File: src/rtl/rx_stream_arbiter.sv
// rx_stream_arbiter: packet-granular round-robin arbiter sharing the dataplane RX stream.
// A grant is held from the first beat until the tlast handshake, so packets never interleave.
module rx_stream_arbiter #(
    parameter int DATA_WIDTH = 64,
    parameter int NUM_PORTS  = 4,
    localparam int GW = $clog2(NUM_PORTS),
    localparam int KW = DATA_WIDTH / 8
) (
    input  logic                       clk,
    input  logic                       rst_n,
    input  logic [NUM_PORTS-1:0]       s_tvalid,
    input  logic [NUM_PORTS*DATA_WIDTH-1:0] s_tdata,
    input  logic [NUM_PORTS*KW-1:0]    s_tkeep,
    input  logic [NUM_PORTS-1:0]       s_tlast,
    output logic [NUM_PORTS-1:0]       s_tready,
    output logic                       m_tvalid,
    output logic [DATA_WIDTH-1:0]      m_tdata,
    output logic [KW-1:0]              m_tkeep,
    output logic                       m_tlast,
    input  logic                       m_tready,
    input  logic [NUM_PORTS-1:0]       port_enable,
    output logic [GW-1:0]              grant_id,
    output logic                       busy,
    output logic [NUM_PORTS*16-1:0]    pkt_cnt
);

    typedef enum logic [0:0] {
        ST_IDLE = 1'b0,
        ST_PASS = 1'b1
    } state_t;

    state_t          state_r;
    logic [GW-1:0]   rr_ptr_r;
    logic [GW-1:0]   grant_id_r;
    logic            busy_r;
    logic [GW:0]     pick_s;
    logic [GW-1:0]   next_ptr_s;
    logic            eop_s;

    // First requesting port at or after ptr, wrapping; MSB flags that any port requested.
    function automatic logic [GW:0] rr_pick(input logic [NUM_PORTS-1:0] req,
                                            input logic [GW-1:0]        ptr);
        logic [GW:0] result;
        int          idx;
        result = '0;
        for (int i = NUM_PORTS - 1; i >= 0; i--) begin
            idx = (int'(ptr) + i) % NUM_PORTS;
            if (req[idx]) begin
                result = {1'b1, GW'(idx)};
            end
        end
        return result;
    endfunction

    // Arbitration request and pointer successor of the current grant
    always_comb begin
        pick_s = rr_pick(s_tvalid & port_enable, rr_ptr_r);
        if (int'(grant_id_r) == NUM_PORTS - 1) begin
            next_ptr_s = '0;
        end else begin
            next_ptr_s = grant_id_r + GW'(1);
        end
    end

    // Unregistered data path: the granted slice passes straight through while in PASS
    always_comb begin
        m_tvalid = 1'b0;
        m_tdata  = '0;
        m_tkeep  = '0;
        m_tlast  = 1'b0;
        s_tready = '0;
        if (state_r == ST_PASS) begin
            m_tvalid             = s_tvalid[grant_id_r];
            m_tdata              = s_tdata[int'(grant_id_r)*DATA_WIDTH +: DATA_WIDTH];
            m_tkeep              = s_tkeep[int'(grant_id_r)*KW +: KW];
            m_tlast              = s_tlast[grant_id_r];
            s_tready[grant_id_r] = m_tready;
        end else begin
            s_tready = '0;
        end
    end

    assign eop_s = (state_r == ST_PASS) && m_tvalid && m_tready && m_tlast;

    // Arbiter FSM: grant in IDLE, hold through PASS until the tlast handshake
    always_ff @(posedge clk or negedge rst_n) begin
        if (!rst_n) begin
            state_r    <= ST_IDLE;
            rr_ptr_r   <= '0;
            grant_id_r <= '0;
            busy_r     <= 1'b0;
        end else begin
            case (state_r)
                ST_IDLE: begin
                    if (pick_s[GW]) begin
                        grant_id_r <= pick_s[GW-1:0];
                        state_r    <= ST_PASS;
                        busy_r     <= 1'b1;
                    end
                end
                ST_PASS: begin
                    if (eop_s) begin
                        rr_ptr_r <= next_ptr_s;
                        state_r  <= ST_IDLE;
                        busy_r   <= 1'b0;
                    end
                end
                default: begin
                    state_r <= ST_IDLE;
                    busy_r  <= 1'b0;
                end
            endcase
        end
    end

    assign grant_id = grant_id_r;
    assign busy     = busy_r;

    for (genvar p = 0; p < NUM_PORTS; p++) begin : g_cnt
        logic [15:0] cnt_r;

        // Completed-packet counter for this port, sticking at all-ones
        always_ff @(posedge clk or negedge rst_n) begin
            if (!rst_n) begin
                cnt_r <= 16'h0000;
            end else if (eop_s && (int'(grant_id_r) == p) && (cnt_r != 16'hFFFF)) begin
                cnt_r <= cnt_r + 16'h0001;
            end
        end

        assign pkt_cnt[p*16 +: 16] = cnt_r;
    end

endmodule

File: config.mk
export PLATFORM = sky130hd
export DESIGN_NAME = rx_stream_arbiter
export DESIGN_NICKNAME = d
export VERILOG_FILES = /design/src/rtl/rx_stream_arbiter.sv
export SDC_FILE = /design/constraint.sdc
export NUM_CORES = 1
export LEC_CHECK = 0
export BUFFER_PORTS_ARGS = -buffer_cell sky130_fd_sc_hd__buf_2
export CAP_MARGIN = 15
export CELL_PAD_IN_SITES_DETAIL_PLACEMENT = 1
export CELL_PAD_IN_SITES_GLOBAL_PLACEMENT = 2
export CORE_AREA = 2 2 176 178
export DETAILED_ROUTE_END_ITERATION = 16
export DIE_AREA = 0 0 178 180
export MAX_ROUTING_LAYER = met4
export PLACE_DENSITY = 0.85
export SLEW_MARGIN = 20
export SYNTH_ARGS = -nofsm -noshare
export SYNTH_HDL_FRONTEND = slang
export SYNTH_SLANG_ARGS = --single-unit
export TNS_END_PERCENT = 20
File: constraint.sdc
create_clock -name clk -period 2.2 [get_ports clk]
set_input_delay 0.55 -clock clk [delete_from_list [all_inputs] [get_ports clk]]
set_output_delay 0.55 -clock clk [all_outputs]
set_load 0.03 [all_outputs]
==> results of run 1 <==
[metal layers]
metal | part of all wire [%] | GRT usage [%]
met3 | 11 | 7.04
met2 | 48 | 27.5
met4 | 1.7 | 3.97
met5 | 0 | -
met1 | 39 | 19.8
[critical path: stages (launching register included)]
cell     delay, ps
dfrtp_4        460
buf_12         160
buf_6          130
mux4_2         490
and2_2         210
buf_4          160
[final cells by class]
class                      instances  area (um^2)
timing repair buffer             502         3340
multi-input combinational        377         3990
tap                              396          495
clock buffer                       9          225
sequential                        70         1760
clock inverter                     7         57.6
inverter                           7         28.8
antenna                            6         15.0
fill                            3518        20300
[kinds of logic after synthesis]
family                     after synthesis
adders and majority gates                8
DFF                                     70
buffers and inverters                   39
and+or+nand+nor                        210
muxes                                   79
AOI/OAI and AO/OA                       20
xor gates and xnor gates                60
[cell usage after synthesis, types with 2 or more instances]
| library cell | count | area (um^2) |
|---|---|---|
| nor3_1 | 4 | 20.0 |
| buf_4 | 2 | 15.0 |
| nand3_1 | 31 | 155 |
| buf_2 | 9 | 45.0 |
| nand2_1 | 25 | 93.8 |
| o21bai_1 | 2 | 15.0 |
| ha_1 | 8 | 100 |
| mux2_2 | 3 | 33.8 |
| and3_1 | 22 | 138 |
| nand4_1 | 23 | 144 |
| mux4_2 | 73 | 1640 |
| clkbuf_1 | 21 | 78.8 |
| and4_1 | 8 | 70.1 |
| a21o_1 | 2 | 15.0 |
| xnor2_1 | 53 | 464 |
| o21ai_0 | 3 | 15.0 |
| nor2_1 | 12 | 45.0 |
| mux2i_1 | 2 | 20.0 |
| and2_1 | 78 | 488 |
| dfrtp_1 | 70 | 1750 |
| xor2_1 | 7 | 61.3 |
| inv_1 | 6 | 22.5 |
[sequential cells by signal, indices dropped and copies added, names as in the netlist]
signal / cells
busy: 1
g_cnt.cnt_r: 64
rr_ptr_r: 2
grant_id: 2
state_r: 1
[metrics by stage]
stage | instance area, um^2 | util, % | instances
final | 9910 | 32.8 | 1374
after floorplan | 5760 | - | 486
after global routing | 9910 | 32.8 | 1373
after CTS | 9670 | 32.0 | 1364
after global placement | 8780 | 29.1 | 1344
after detailed placement | 8780 | 29.1 | 1344
[power by group through the flow]
| stage | clock network, mW | registers [mW] | logic [mW] |
|---|---|---|---|
| floorplan | 0 | 1.74 | 4.73 |
| global placement | 0 | 1.62 | 7.22 |
| detailed placement | 0 | 1.62 | 7.29 |
| CTS | 1.46 | 1.61 | 8.84 |
| global route | 1.51 | 1.63 | 9.76 |
| finish | 1.41 | 1.61 | 9.20 |
[what timing repair did]
action	CTS	global route
hold endpoints to repair	2	0
cloned	2	1
pin swaps	9	4
gates resized for setup	189	60
endpoints found under the setup margin	81	120
buffers inserted	1	3
hold buffers	1	0
[final timing paths]
kind                       slack, ps            endpoint                from
hold reg to reg                  490  g_cnt[0].cnt_r[14]  g_cnt[0].cnt_r[14]
setup reg to reg                  20   g_cnt[0].cnt_r[1]         grant_id[0]
hold / removal                   490  g_cnt[0].cnt_r[14]  g_cnt[0].cnt_r[14]
setup / recovery                -340         m_tdata[44]         grant_id[0]
max in group asynchronous       1180         grant_id[0]               rst_n
min in group asynchronous        540   g_cnt[3].cnt_r[9]               rst_n
==> metrics.txt, run 1 <==
setup ws final=-339 ps; clk sinks=70; TritonCTS clock tree=done; share of power burned in registers=about an eighth; Avg Cell Area, Syn=11.6 um^2; xor-xnor portion of the synthesized cell area=under 10%; largest net degree at the start of global routing=49; Detailed Place HPWL=about 23000 um; Vert. Die Dim=180 um; routability cong.=~0.9; Fin Clk Skew=just under 7 ps; register area share after synthesis=roughly 31%; Lkg Pwr=4.82 nW; vias in the first global route=approximately 6700; Synth cell types=44; mux share of post-synthesis cell area=30.3%; Max transition margin=a little over three fifths; Adder-Cell Fraction of Synth Area=about 1.8%; most common cell after layout, fill and taps aside=buf_2; outcome=complete, but fails checks; final wirelength=approximately 27000 um; Peak VDD IR=between 0.0006 and 0.0007 V; total power=around 12 mW; Final period util=115%; EDFF count, synth=0; core area=30200 um^2; Fmax achieved=about 390 MHz; Setup crit end kind=output port; Fin Setup TNS=-22130 ps; initial antenna violation count=9; asr flop ratio synth=100%; Setup Viol. Count Final=roughly 80; CP Launch Type=flop; share of cells above drive strength 1=between 70% and 80%; post-synthesis cell count=roughly 490; most frequent cells in the layout=buf_2, mux4_2, buf_6; clock share of power=11.5%; CTS Buf Count=9; CP max FO=14; area added between synthesis and finish=75.8%; Remaining DRCs=0; CP Class=reg -> out; Die Footprint=about 32000 um^2; IO buf count=between 400 and 500; die width=between 150 and 200 um; iteration count of the initial detailed-routing pass=4; Synth Warn #=0; Root Driver=clkbuf_16; Vias/cell=between 4 and 5; clock tree buffer depth=2; FP Rows=between 60 and 70; Synth Area in Simple Gates=21.5%; first-pass GRT wire length=roughly 40000 um; drt first-iter violations=around 240; Fin Hold WS=491 ps; Least-Margin Pin Slew=between 500 and 600 ps; Final ANT Viol Nets=0; count of final hold-check violations=0; top_reg_cell synth=dfrtp_1; Reg2Reg Depth=8; Final Critical Period=between 2000 and 3000 ps; Pins Over Slew Limit=0; Net Sw Frac=43.4%; RSZ-0062 raised after global routing=yes; GRT Total Usage=around 17%; Power Density=1230 nW/um^2; Syn Nets=797; Critical Path RT=about 1700 ps; largest family of logic cells by synthesized area=multiplexers; area of the mapped netlist=about 5600 um^2; htree depth=3; failing checks=setup timing; fin nets=~1300; crit path DAT=around 2000 ps; clock-pin transition on the worst setup and hold timing paths=~60 ps; Synth Area in Compound Gates=roughly 3.1%; post-DR wirelength/cell=19.9 um; hold path depth=1; Max Cap Viol=0; switching power=between 5 and 6 mW; gr ovfl total=0; Setup WS pre-CTS=-59.9 ps; combinational power share=between 70% and 80%; io pins=448; cell internal pwr=approximately 7 mW; Initial Util=between 10% and 20%; Clock Latency Late Sink=350 ps; Synth Register Bits=70; class of the worst hold path=reg -> reg; via count=6233
(Power assumes the default switching activity.)
==> run 2: changes to the inputs <==
==> constraint.sdc (replaced) <==
create_clock -name clk -period 2.14 [get_ports clk]
set_input_delay 0.535 -clock clk [delete_from_list [all_inputs] [get_ports clk]]
set_output_delay 0.535 -clock clk [all_outputs]
set_load 0.03 [all_outputs]
==> metrics.txt, run 2 (synthesis gave the netlist of run 1 again) <==
outcome=complete, but fails checks; failing checks=setup timing; clock tree buffer depth=2; Final Critical Period=2550 ps; Placed Instances=about 1400; io pins=roughly 450; Vias/cell=4.55; Final period util=119%; core area=around 30000 um^2; initial antenna violation count=28; max FFs per register=64; met3 routed WL=between 4000 and 5000 um; area added between synthesis and finish=82.1%; Peak VDD IR=roughly 0.00068 V; crit path cell chain=buf_12 > buf_8 > mux4_2 > and2_4 > buf_6; Stages on worst setup path=5; Reg2Reg Depth=8; Fmax achieved=between 300 and 400 MHz; delay of the slowest critical-path stage=between 500 and 600 ps; largest net degree at the start of global routing=36; uppermost layer routed=met4; RSZ-0062 raised after global routing=yes; class of the worst hold path=in -> async; clock share of power=10.7%; Met2 Wirelength=between 15000 and 20000 um; CP Class=reg -> out; via count=6467; combinational power share=roughly three quarters; final wirelength=33300 um; first-pass GRT wire length=about 48000 um; met1 WL=13500 um; Setup crit end kind=output port; Max Cap Viol=0; drt first-iter violations=~300; Biggest register=g_cnt.cnt_r; routability cong.=around 0.95; crit path DAT=just over 2000 ps; setup ws final=-415 ps; post-DR wirelength/cell=about 23 um; FILL cells=between 3000 and 4000; CTS Buf Count=9; Critical Path RT=1600 ps; vias in the first global route=7025; Fin Clk Skew=7.96 ps; CP max stage cell=mux4_2; most common cell after layout, fill and taps aside=buf_2; Net Sw Frac=a little over two fifths; Lkg Pwr=~5 nW; most frequent cells in the layout=buf_2, buf_6, mux4_2; Worst Path Buf+Inv=3; Remaining DRCs=0; Least-Margin Pin Slew=701 ps; Initial Util=18.7%; Non-Filler Instances=between 1000 and 1500; GRT Total Usage=between 20% and 30%; fin nets=roughly 1300; R2R Setup Slk=-220 ps; clk sinks=70; Clock Latency Late Sink=between 300 and 400 ps; share of power burned in registers=~13%; share of cells above drive strength 1=a little under three quarters; gr ovfl total=0; TritonCTS clock tree=done; count of final hold-check violations=0; htree depth=3; iteration count of the initial detailed-routing pass=4; CP Launch Type=flop; Power Density=1270 nW/um^2; die width=~180 um; Setup Viol. Count Final=about 130; clock-pin transition on the worst setup and hold timing paths=~60 ps; Die Footprint=roughly 32000 um^2; Pins Over Slew Limit=0; switching power=between 5 and 6 mW; Crit path max-delay family=multiplexers; Detailed Place HPWL=28700 um; IO buf count=447; Root Driver=clkbuf_16; FP Rows=64; cell internal pwr=about 7.4 mW; Vert. Die Dim=about 180 um; final core utilization=34.0%; CP max FO=5; Max transition margin=53.3%; Final ANT Viol Nets=0
run 2: stage by stage:
stage               setup TNS (ps)  worst slack (ps)  instance area [um^2]  power, mW  hold slack, ps
CTS                         -31270              -526                 10100       12.9             264
global route                -42480              -475                 10300       13.7             288
detailed placement           -5710              -189                  8960       9.38             485
floorplan                    -2890             -66.0                  5800       6.73             239
finish                      -31360              -415                 10300       13.0             255
global placement             -4090              -162                  8960       9.27             467
run 2: layer usage:
layer / up-vias / GRT usage (%)
met3: 29 / 9.03
met5: - / -
li1: 2884 / -
met2: 293 / 32.4
met1: 3261 / 25.6
met4: 0 / 4.03
run 2: power by group through the flow:
stage	Sequential (mW)	Combinational [mW]	Clock, mW
CTS	1.66	9.85	1.43
floorplan	1.79	4.94	0
global placement	1.64	7.63	0
global route	1.68	10.5	1.49
finish	1.66	9.99	1.39
detailed placement	1.65	7.72	0
run 2: repair_timing:
item / CTS / global route
setup endpoints to repair: 107 / 140
cloned: 2 / 1
resized for setup: 250 / 19
hold buffers: 0 / 0
pin swaps: 22 / 8
setup buffers: 3 / 6
run 2: final cells by class:
class / instances / area, um^2 / area share (%)
tap: 396 / 495 / 4.82
clock inverter: 5 / 36.3 / 0.353
inverter: 7 / 26.3 / 0.256
antenna: 27 / 67.6 / 0.658
multi-input combinational: 377 / 4070 / 39.6
clock buffer: 10 / 239 / 2.33
sequential: 70 / 1760 / 17.1
timing repair buffer: 529 / 3580 / 34.9
run 2: final timing paths:
check | from | to
min | rst_n | g_cnt[1].cnt_r[7]
max in group asynchronous | rst_n | g_cnt[2].cnt_r[6]
max reg2reg | grant_id[0] | g_cnt[1].cnt_r[1]
max | grant_id[0] | m_tkeep[4]
min in group clk | g_cnt[1].cnt_r[10] | g_cnt[1].cnt_r[10]
min reg2reg | g_cnt[1].cnt_r[10] | g_cnt[1].cnt_r[10]
==> run 3: changes to the inputs <==
--- a/config.mk
+++ b/config.mk
@@ -14,6 +14,7 @@
 export DIE_AREA = 0 0 178 180
 export MAX_ROUTING_LAYER = met4
 export PLACE_DENSITY = 0.85
+export SETUP_SLACK_MARGIN = 0.3
 export SLEW_MARGIN = 20
 export SYNTH_ARGS = -nofsm -noshare
 export SYNTH_HDL_FRONTEND = slang
==> metrics.txt, run 3 (synthesis gave the netlist of run 1 again) <==
Fmax achieved=~390 MHz; Reg2Reg Depth=10; FP Rows=64; Worst Path Buf+Inv=3; dpl cell area=around 8900 um^2; outcome=complete, but fails checks; Setup crit end kind=output port; Final ANT Viol Nets=0; largest net degree at the start of global routing=72; Power Density=about 1300 nW/um^2; max FFs per register=between 60 and 70; failing checks=setup timing; count of final hold-check violations=0; Initial Util=approximately a fifth; area added between synthesis and finish=76.5%; multi-input logic area=4060 um^2; CP max stage cell=mux4_2; Root Driver=clkbuf_16; htree depth=3; iteration count of the initial detailed-routing pass=4; Max transition margin=approximately three fifths; crit path from=grant_id[0]; Max Cap Viol=0; core area=a little over 30000 um^2; setup ws final=-407 ps; reg-to-reg startpoint=grant_id[0]; crit path DAT=about 2000 ps; Setup WS pre-CTS=-88.8 ps; Final Critical Period=around 2500 ps; Vert. Die Dim=between 150 and 200 um; Detailed Place HPWL=around 27000 um; CP Class=reg -> out; Die Footprint=approximately 32000 um^2; Placed Instances=about 1300; via count=approximately 6400; Lkg Pwr=4.88 nW; die width=between 150 and 200 um; IO buf count=roughly 450; class of the worst hold path=in -> async; Critical Path RT=about 1600 ps; vias in the first global route=~6900; r2r endpoint=g_cnt[2].cnt_r[6]; Least-Margin Pin Slew=574 ps; Non-Filler Instances=1388; Fin Hold WS=approximately 220 ps; TritonCTS clock tree=done; Fin Clk Skew=10.2 ps; R2R Setup Slk=-100 ps; routability cong.=1.10; Biggest register=g_cnt.cnt_r; final wirelength=~32000 um; area occupied by registers=1760 um^2; Pins Over Slew Limit=0; clk sinks=70; GRT Total Usage=about a fifth; Remaining DRCs=0; most common cell after layout, fill and taps aside=buf_2; CTS Buf Count=9; clock tree buffer depth=2; most frequent cells in the layout=buf_2, mux4_2, dfrtp_1; io pins=around 450; RSZ-0062 raised after global routing=yes; delay of the slowest critical-path stage=between 500 and 600 ps; Setup Viol. Count Final=114; fin nets=around 1300; gr ovfl total=0; crit path cell chain=buf_12 > buf_4 > mux4_2 > and2_4 > buf_2; clock-pin transition on the worst setup and hold timing paths=approximately 60 ps; first-pass GRT wire length=approximately 45000 um; Crit path max-delay family=multiplexers; CP Launch Type=flop; Design Area, Final=9950 um^2; initial antenna violation count=20; Final period util=119%; FILL cells=between 3000 and 4000; drt first-iter violations=roughly 330; post-DR wirelength/cell=~23 um; Vias/cell=around 4.6; Clock Latency Late Sink=340 ps; share of cells above drive strength 1=about 70%; Peak VDD IR=0.000507 V; CP max FO=13
## run 3: cell types whose count changed in the layout (fill, tap and decap cells not counted), sizes merged
cell      previous run  this run
clkbuf              11        12
bufinv               0         2
clkinv               2         3
clkinvlp             3         0
diode               27        18
buf                528       503
## run 3: power breakdown
part           leakage (nW)  switching, mW  internal [mW]
registers             0.947          0.187           1.46
logic                  3.77           4.69           4.71
clock network         0.160          0.594           1.05
## run 3: repair_timing
item,CTS,global route
setup endpoints to repair,146,148
hold buffers,0,0
buffers inserted,5,2
gates cloned,0,1
pin swaps,12,13
gates resized for setup,155,25
## run 3: through the flow
stage	TNS, ps	utilization (%)	power (mW)
2_1_floorplan	0	-	7.30
3_3_place_gp	-1320	29.4	9.69
3_5_place_dp	-3330	29.4	9.75
4_1_cts	-28670	32.3	12.6
5_1_grt	-37160	33.0	13.4
6_report	-27890	33.0	12.7
## run 3: cell type report
class	instances	share of cell area [%]
Antenna cell	18	0.452
Clock buffer	11	2.44
Clock inverter	5	0.830
Inverter	7	0.314
Multi-Input combinational cell	377	40.8
Sequential cell	70	17.7
Tap cell	396	4.98
Timing Repair Buffer	504	32.5
## run 3: worst max path at each step
stage / to / slack, ps / cells past startpoint
6_report: m_tkeep[4] / -410 / 5
5_1_grt: m_tkeep[4] / -460 / 5
4_1_cts: m_tdata[2] / -420 / 5
3_5_place_dp: m_tdata[2] / -90 / 5
3_3_place_gp: m_tdata[2] / -80 / 5
2_1_floorplan: m_tdata[17] / 0.3 / 5
## run 3: metal layers
| metal | up-vias | part of all wire, % | track usage [%] |
|---|---|---|---|
| met5 | - | 0 | - |
| met4 | 0 | 1.8 | 6.36 |
| met3 | 29 | 9.2 | 5.63 |
| met2 | 287 | 50 | 31.9 |
| met1 | 3238 | 39 | 23.5 |
| li1 | 2817 | - | - |
## run 3: worst register-to-register path, stage by stage, from the launching register on
cell and delay [ps]:
dfrtp_4 490, buf_4 150, buf_12 140, mux4_2 370, nand2_4 70, buf_4 140, buf_6 110, nor3_4 210
buf_6 170, and3_1 180, xor2_1 150
